$ cat config.mk
export PLATFORM = sky130hd
export DESIGN_NAME = intr_ctrl_flat
export DESIGN_NICKNAME = d
export VERILOG_FILES = /design/src/rtl/intr_ctrl_if.sv /design/src/rtl/intr_ctrl.sv /design/src/flat_wrapper.sv
export SDC_FILE = /design/constraint.sdc
export NUM_CORES = 1
export LEC_CHECK = 0
export ABC_CLOCK_PERIOD_IN_PS = 2300
export CORE_UTILIZATION = 48
export DETAILED_ROUTE_END_ITERATION = 12
export MAX_ROUTING_LAYER = met4
export PLACE_DENSITY_LB_ADDON = 0.1
export SETUP_SLACK_MARGIN = 0.4
export SKIP_CTS_REPAIR_TIMING = 1
export SYNTH_ARGS = -nofsm -noshare
export SYNTH_HDL_FRONTEND = slang
export SYNTH_SLANG_ARGS = --single-unit
$ cat constraint.sdc
create_clock -name clk -period 2.3 [get_ports clk]
set_clock_uncertainty 0.15 [all_clocks]
set_input_delay 0.23 -clock clk [delete_from_list [all_inputs] [get_ports clk]]
set_output_delay 0.23 -clock clk [all_outputs]
set_load 0.05 [all_outputs]
$ cat src/rtl/intr_ctrl_if.sv
// intr_ctrl_if: CPU-side signal bundle of the interrupt controller.
// master = control unit / datapath side, slave = the controller itself.
//
// Handshake semantics: there is no valid/ready pair on this bundle.
// - irq_ext, timer_tick, reti and ien_we are single-cycle or level events
//   sampled on the rising clock edge.
// - s_intr1/s_intr2/push_req are one-cycle pulses, one pulse per accepted
//   interrupt.
// - Status outputs are registered and change only on a rising clock edge.
interface intr_ctrl_if;
  logic       irq_ext;
  logic       timer_tick;
  logic       reti;
  logic       hold;
  logic       ien_we;
  logic [1:0] ien_wd;
  logic       s_intr1;
  logic       s_intr2;
  logic       push_req;
  logic       in_service;
  logic [1:0] active_src;
  logic [1:0] pending;
  logic [1:0] overrun;
  logic [1:0] state_dbg;

  modport master (
    output irq_ext, timer_tick, reti, hold, ien_we, ien_wd,
    input  s_intr1, s_intr2, push_req, in_service, active_src, pending,
           overrun, state_dbg
  );

  modport slave (
    input  irq_ext, timer_tick, reti, hold, ien_we, ien_wd,
    output s_intr1, s_intr2, push_req, in_service, active_src, pending,
           overrun, state_dbg
  );
endinterface

$ cat src/rtl/intr_ctrl.sv
// intr_ctrl: two-source interrupt controller for the single-cycle CPU.
// src1 = external request (irq_ext, synchronised, rising edge, high priority)
// src2 = timer tick (one-cycle pulse, low priority).
// Sequences entry (one vector pulse), service and return via reti, with a
// short guard window after the final reti during which no entry is taken.
// Optional feature macro: INTR_NEST_EN lets src1 preempt a src2 service
// (nesting depth 2). Without it the depth never exceeds 1.
module intr_ctrl #(
  parameter int SYNC_STAGES = 2,  // 2..4 synchroniser flops on irq_ext
  parameter int RETI_GUARD  = 1   // 0..15 blocked cycles after final reti
) (
  input logic        clk,
  input logic        reset,
  intr_ctrl_if.slave bus
);

  typedef enum logic [1:0] {
    IDLE    = 2'd0,
    ENTER   = 2'd1,
    SERVICE = 2'd2,
    GUARD   = 2'd3
  } state_t;

  state_t                 state, state_nxt;
  logic [SYNC_STAGES-1:0] sync_q;
  logic                   irq_prev;
  logic [1:0]             evt;
  logic [1:0]             pending;
  logic [1:0]             overrun;
  logic [1:0]             ien;
  logic [1:0]             elig;
  logic [1:0]             win;
  logic [1:0]             take;
  logic [1:0]             active, active_nxt;
  logic [1:0]             depth, depth_nxt;
  logic [3:0]             guard_cnt, guard_nxt;

  // Synchronise irq_ext and remember the previous synchronised level
  always_ff @(posedge clk) begin
    if (!reset) begin
      sync_q   <= '0;
      irq_prev <= 1'b0;
    end else begin
      sync_q   <= {sync_q[SYNC_STAGES-2:0], bus.irq_ext};
      irq_prev <= sync_q[SYNC_STAGES-1];
    end
  end

  // src1 event is a rising edge of the synchronised pin; src2 is the raw tick
  assign evt[0] = sync_q[SYNC_STAGES-1] & ~irq_prev;
  assign evt[1] = bus.timer_tick;

  assign elig = pending & ien;
  // src1 always wins a tie
  assign win  = elig[0] ? 2'b01 : 2'b10;

  // Enable mask and sticky overrun flags; an ien write clears overrun
  always_ff @(posedge clk) begin
    if (!reset) begin
      ien     <= 2'b00;
      overrun <= 2'b00;
    end else if (bus.ien_we) begin
      ien     <= bus.ien_wd;
      overrun <= 2'b00;
    end else begin
      overrun <= overrun | (evt & pending);
    end
  end

  // Pending latch: a same-cycle event beats the clear from entry
  always_ff @(posedge clk) begin
    if (!reset) begin
      pending <= 2'b00;
    end else begin
      pending <= (pending & ~take) | evt;
    end
  end

  // FSM next-state, entry selection, depth and guard bookkeeping
  always_comb begin
    state_nxt  = state;
    active_nxt = active;
    depth_nxt  = depth;
    guard_nxt  = guard_cnt;
    take       = 2'b00;
    case (state)
      IDLE: begin
        if ((|elig) && !bus.hold) begin
          state_nxt  = ENTER;
          take       = win;
          active_nxt = win;
        end
      end
      ENTER: begin
        // reti is ignored here; entry always completes in one cycle
        state_nxt = SERVICE;
        depth_nxt = depth + 2'd1;
      end
      SERVICE: begin
        if (bus.reti && (depth == 2'd1)) begin
          active_nxt = 2'b00;
          depth_nxt  = 2'd0;
          if (RETI_GUARD > 0) begin
            state_nxt = GUARD;
            guard_nxt = 4'(RETI_GUARD - 1);
          end else begin
            state_nxt = IDLE;
          end
        end
`ifdef INTR_NEST_EN
        else if (bus.reti && (depth == 2'd2)) begin
          // returning from the nested src1 handler back into src2
          depth_nxt  = 2'd1;
          active_nxt = 2'b10;
        end else if ((active == 2'b10) && (depth == 2'd1) && elig[0] && !bus.hold) begin
          // only src1 may preempt, and only a src2 service at depth 1
          state_nxt  = ENTER;
          take       = 2'b01;
          active_nxt = 2'b01;
        end
`endif
      end
      GUARD: begin
        // eligibility and reti are both ignored while the guard runs
        if (guard_cnt == 4'd0) begin
          state_nxt = IDLE;
        end else begin
          guard_nxt = guard_cnt - 4'd1;
        end
      end
      default: begin
        state_nxt = IDLE;
      end
    endcase
  end

  // FSM state register and its companion bookkeeping registers
  always_ff @(posedge clk) begin
    if (!reset) begin
      state     <= IDLE;
      active    <= 2'b00;
      depth     <= 2'd0;
      guard_cnt <= 4'd0;
    end else begin
      state     <= state_nxt;
      active    <= active_nxt;
      depth     <= depth_nxt;
      guard_cnt <= guard_nxt;
    end
  end

  // Outputs decode registered state only, so the vector pulse is glitch-free
  // and lasts exactly the single ENTER cycle.
  assign bus.s_intr1    = (state == ENTER) && (active == 2'b01);
  assign bus.s_intr2    = (state == ENTER) && (active == 2'b10);
  assign bus.push_req   = bus.s_intr1 | bus.s_intr2;
  assign bus.in_service = (state == ENTER) || (state == SERVICE);
  assign bus.active_src = active;
  assign bus.pending    = pending;
  assign bus.overrun    = overrun;
  assign bus.state_dbg  = state;

endmodule

$ cat src/flat_wrapper.sv
// flat-port wrapper written by rule: the top's interface ports become plain ports
module intr_ctrl_flat 
#(
  parameter int SYNC_STAGES = 2,                                       
  parameter int RETI_GUARD  = 1                                           
)
  (clk, reset, bus_irq_ext, bus_timer_tick, bus_reti, bus_hold, bus_ien_we, bus_ien_wd, bus_s_intr1, bus_s_intr2, bus_push_req, bus_in_service, bus_active_src, bus_pending, bus_overrun, bus_state_dbg);
  intr_ctrl_if bus_i ();
  input logic clk;
  input logic reset;
  input wire logic [$bits(bus_i.irq_ext)-1:0] bus_irq_ext;
  input wire logic [$bits(bus_i.timer_tick)-1:0] bus_timer_tick;
  input wire logic [$bits(bus_i.reti)-1:0] bus_reti;
  input wire logic [$bits(bus_i.hold)-1:0] bus_hold;
  input wire logic [$bits(bus_i.ien_we)-1:0] bus_ien_we;
  input wire logic [$bits(bus_i.ien_wd)-1:0] bus_ien_wd;
  output wire logic [$bits(bus_i.s_intr1)-1:0] bus_s_intr1;
  output wire logic [$bits(bus_i.s_intr2)-1:0] bus_s_intr2;
  output wire logic [$bits(bus_i.push_req)-1:0] bus_push_req;
  output wire logic [$bits(bus_i.in_service)-1:0] bus_in_service;
  output wire logic [$bits(bus_i.active_src)-1:0] bus_active_src;
  output wire logic [$bits(bus_i.pending)-1:0] bus_pending;
  output wire logic [$bits(bus_i.overrun)-1:0] bus_overrun;
  output wire logic [$bits(bus_i.state_dbg)-1:0] bus_state_dbg;
  assign bus_i.irq_ext = bus_irq_ext;
  assign bus_i.timer_tick = bus_timer_tick;
  assign bus_i.reti = bus_reti;
  assign bus_i.hold = bus_hold;
  assign bus_i.ien_we = bus_ien_we;
  assign bus_i.ien_wd = bus_ien_wd;
  assign bus_s_intr1 = bus_i.s_intr1;
  assign bus_s_intr2 = bus_i.s_intr2;
  assign bus_push_req = bus_i.push_req;
  assign bus_in_service = bus_i.in_service;
  assign bus_active_src = bus_i.active_src;
  assign bus_pending = bus_i.pending;
  assign bus_overrun = bus_i.overrun;
  assign bus_state_dbg = bus_i.state_dbg;
  intr_ctrl #(.SYNC_STAGES(SYNC_STAGES), .RETI_GUARD(RETI_GUARD)) u_core (.clk(clk), .reset(reset), .bus(bus_i));
endmodule
==> flow_summary.html <==
<table>
<tr><th>Metric</th><th>Value</th></tr>
<tr><th colspan="2">Pwr</th></tr>
<tr><td>Standby leakage power</td><td>0.636 nW</td></tr>
<tr><td>Maximum vdd drop</td><td>370 uV</td></tr>
<tr><td>Total power per unit cell area</td><td>488 mW/mm^2</td></tr>
<tr><td>Post-route total power</td><td>0.653 mW</td></tr>
<tr><th colspan="2">Final layout</th></tr>
<tr><td>Total number of nets in the final design</td><td>155</td></tr>
<tr><td>Commonest non-fill, non-tap cells in the layout</td><td>16 x dfxtp_1, 12 x buf_4, 11 x nor2_1</td></tr>
<tr><td>Cell area after layout</td><td>0.00134 mm^2</td></tr>
<tr><td>Footprint of the multi-input gates</td><td>562 um^2</td></tr>
<tr><td>Most common cell after layout, fill and taps aside</td><td>dfxtp_1</td></tr>
<tr><td>Share of final-layout standard cells stronger than drive strength 1</td><td>23.2%</td></tr>
<tr><td>Antenna Diode Count</td><td>0</td></tr>
<tr><td>Area taken by flip-flops and latches</td><td>389 um^2</td></tr>
<tr><td>Area growth, synth to finish</td><td>46.8%</td></tr>
<tr><td>Fillcell total</td><td>123</td></tr>
<tr><th colspan="2">Worst setup path</th></tr>
<tr><td>Maximum fanout along the worst path</td><td>5</td></tr>
<tr><td>Cell family with the largest share of critical-path delay</td><td>compound AO/OA/AOI/OAI gates</td></tr>
<tr><td>Cells along the critical path</td><td>inv_4 &gt; ha_4 &gt; a21boi_4 &gt; a221o_1 &gt; or4b_1 &gt; a21oi_2</td></tr>
<tr><td>Required time reported for the critical path endpoint</td><td>2.40 ns</td></tr>
<tr><td>Critical path startpoint category</td><td>flip-flop</td></tr>
<tr><td>Sum of buffers and inverters on the critical path</td><td>1</td></tr>
<tr><td>Worst path slowest cell</td><td>or4b_1</td></tr>
<tr><td>Slowest Stage Delay on Critical Path</td><td>0.52 ns</td></tr>
<tr><td>Crit path arrival time</td><td>2.07 ns</td></tr>
<tr><td>Type of the setup path with the least slack</td><td>flip-flop to flip-flop</td></tr>
<tr><td>Critical Path Sink Type</td><td>flip-flop</td></tr>
<tr><th colspan="2">Synthesis</th></tr>
<tr><td>Register area share after synthesis</td><td>41.8%</td></tr>
<tr><td>Top cell type by total area after synthesis</td><td>dfxtp_1</td></tr>
<tr><td>Mean instance size in the synthesized netlist</td><td>8.67 um^2</td></tr>
<tr><td>Synthesized instance count</td><td>105</td></tr>
<tr><td>Register bit count reported by yosys</td><td>19</td></tr>
<tr><td>Cell variety after synth</td><td>29</td></tr>
<tr><td>Combined area of all synthesized cells</td><td>911 um^2</td></tr>
<tr><td>Yosys top cell area share</td><td>41.8%</td></tr>
<tr><td>Ranking of synthesized cells by area</td><td>dfxtp_1 42%, ha_1 9.6%, nor2_1 5.4%</td></tr>
<tr><td>Syn nets</td><td>121</td></tr>
<tr><td>Synth warn</td><td>0</td></tr>
<tr><th colspan="2">STA</th></tr>
<tr><td>Ratio of final minimum period to clock period</td><td>85.4%</td></tr>
<tr><td>Slew margin rel.</td><td>65.9%</td></tr>
<tr><td>Total count of max-transition violations in the final report</td><td>0</td></tr>
<tr><td>Worst Tran Pin Value</td><td>0.510 ns</td></tr>
<tr><td>RSZ-0062 raised after global routing</td><td>true</td></tr>
<tr><td>Maximum clock rate</td><td>509 MHz</td></tr>
<tr><td>Number of hold violations in the final report</td><td>0</td></tr>
<tr><td>Crit path time final</td><td>1.96 ns</td></tr>
<tr><td>Final setup violation count</td><td>0</td></tr>
<tr><td>Setup Total Neg Slack</td><td>0 ns</td></tr>
<tr><th colspan="2">Detailed routing</th></tr>
<tr><td>DRT Wirelength</td><td>2.20 mm</td></tr>
<tr><td># DRC</td><td>0</td></tr>
<tr><td>Number of detailed-routing iterations run before antenna repair</td><td>4</td></tr>
<tr><td>Via count</td><td>867</td></tr>
<tr><td>DRT antenna net count</td><td>0</td></tr>
<tr><td>Vias per std cell</td><td>5.32</td></tr>
<tr><td>Detailed Route Iter0 Violations</td><td>19</td></tr>
<tr><td>Drt wl/cell</td><td>13.5 um</td></tr>
<tr><th colspan="2">Place</th></tr>
<tr><td>Post-place instance area</td><td>0.00118 mm^2</td></tr>
<tr><td>GPL Wtd Cong</td><td>0.930</td></tr>
<tr><td>I/O Buffers</td><td>20</td></tr>
<tr><td>Total half-perimeter wirelength after legalization and detailed placement</td><td>1.46 mm</td></tr>
<tr><th colspan="2">Global route</th></tr>
<tr><td>Vias in the first global route</td><td>760</td></tr>
<tr><td>Largest net degree at the start of global routing</td><td>13</td></tr>
<tr><td>Wire length of the first global-routing pass</td><td>3.17 mm</td></tr>
<tr><td>Global route overflow</td><td>0</td></tr>
<tr><td>Initial antenna violation count</td><td>0</td></tr>
<tr><td>Global router's overall resource usage</td><td>22.2%</td></tr>
<tr><th colspan="2">Floorplan</th></tr>
<tr><td>Floorplan die width</td><td>45.6 um</td></tr>
<tr><td>Std-Cell Rows</td><td>15</td></tr>
<tr><td>Starting density of the core</td><td>52.2%</td></tr>
<tr><td>Placeable core region</td><td>0.00175 mm^2</td></tr>
<tr><td>Die span in y</td><td>45.6 um</td></tr>
<tr><td>DIE AREA</td><td>0.00208 mm^2</td></tr>
<tr><td>Boundary Pins</td><td>21</td></tr>
<tr><th colspan="2">Flow run</th></tr>
<tr><td>Count of max-cap constraint violations</td><td>0</td></tr>
<tr><th colspan="2">CTS</th></tr>
<tr><td>Maximum level of the CTS H-tree</td><td>1</td></tr>
<tr><td>Library cell used as clock root buffer</td><td>clkbuf_4</td></tr>
<tr><td>CTS Buf Count</td><td>3</td></tr>
<tr><td>Clock latency on the worst-skew pair</td><td>0.31 ns</td></tr>
<tr><td>CTS tree</td><td>built</td></tr>
<tr><td>Clock transition at the register clock pins on the worst setup and hold paths after CTS</td><td>0.11 ns</td></tr>
<tr><td>Maximum buffer depth of the clock tree</td><td>2</td></tr>
<tr><td>Num Clock Sinks</td><td>19</td></tr>
<tr><th colspan="2">Outcome</th></tr>
<tr><td>Run status</td><td>finished clean</td></tr>
<tr><th colspan="2">Hold path</th></tr>
<tr><td>Min-Delay Path Class</td><td>flip-flop to flip-flop</td></tr>
</table>
==> path summary, 6_finish.rpt <==
path | startpoint | endpoint | cells after the start | slack (ns)
worst max-delay path | u_core.bus.state_dbg[0]$_SDFFE_PN0P_ | u_core.bus.active_src[0]$_SDFFE_PN0P_ | 6 | 0.34
worst min-delay path | u_core.sync_q[0]$_SDFF_PN0_ | u_core.sync_q[1]$_SDFF_PN0_ | 1 | 0.31
worst max register to register | u_core.bus.state_dbg[0]$_SDFFE_PN0P_ | u_core.bus.active_src[0]$_SDFFE_PN0P_ | 6 | 0.34
worst min register to register | u_core.sync_q[0]$_SDFF_PN0_ | u_core.sync_q[1]$_SDFF_PN0_ | 1 | 0.31
==> kinds of logic (layout without fill, tap and decap cells) <==
family,count (synthesis),count (layout),synth area share [%]
AOI/OAI and AO/OA,23,23,16.6
adders and majority gates,7,7,9.61
buffers and inverters,9,42,3.71
DFF,19,19,41.8
muxes,3,3,3.30
and+or+nand+nor,44,44,25.0
==> worst register-to-register path: stages, from the launching register on <==
cell and delay (ns):
dfxtp_4 0.41, inv_4 0.06, ha_4 0.16, a21boi_4 0.14
a221o_1 0.34, or4b_1 0.52, a21oi_2 0.13
==> per-layer routing <==
| metal | wire length [um] | global-route usage (%) |
|---|---|---|
| met5 | 0 | - |
| met4 | 72 | 10.9 |
| met3 | 74 | 2.38 |
| met2 | 1090 | 37.1 |
| met1 | 962 | 26.1 |
==> through the flow <==
stage / util [%] / worst slack, ns / std cells / hold WS (ns)
after floorplan: - / 0.314 / 105 / 0.197
after global placement: 67.7 / 0.341 / 150 / 0.268
final: 76.6 / 0.336 / 163 / 0.306
after CTS: 69.2 / 0.104 / 154 / 0.308
after detailed placement: 67.7 / 0.301 / 150 / 0.279
after global routing: 76.6 / 0.276 / 163 / 0.326
==> synth_stat cells <==
master and instances:
or4b_1 1, a221o_1 1, nor3_1 1, nand2b_1 1, nor3b_1 3, a21oi_1 8
o21ai_0 5, nand4b_1 1, and2_1 3, nor4_1 1, dfxtp_1 19, or3_1 1
nand3_1 4, nor2_1 13, clkinv_1 1, nand2_1 10, o21bai_1 2, nand3b_1 3
a31oi_1 3, a21boi_4 1, or2_2 1, o22ai_1 1, inv_1 7, and3b_1 1
ha_1 7, clkbuf_1 1, o211a_1 1, a21boi_1 1, mux2i_1 3
==> flip-flops by register name, indices dropped and copies added, names as in the netlist <==
register	cells
u_core.irq_prev	1
u_core.bus.state_dbg	2
u_core.ien	2
u_core.bus.active_src	2
u_core.bus.pending	2
u_core.guard_cnt	4
u_core.bus.overrun	2
u_core.depth	2
u_core.sync_q	2
==> power breakdown <==
group,switching [mW],internal (mW)
Sequential,0.0126,0.340
Clock,0.110,0.0651
Combinational,0.0685,0.0570
Total,0.191,0.462
==> area by class of cell <==
cell class              instances  area share, %
clock inverters                 1          0.374
flip-flops and latches         19           29.1
clock buffers                   3           1.68
repair buffers                 30           21.9
well taps                      25           2.34
inverters                       8           2.62
multi-input cells              77           42.0
(Power assumes the default switching activity.)
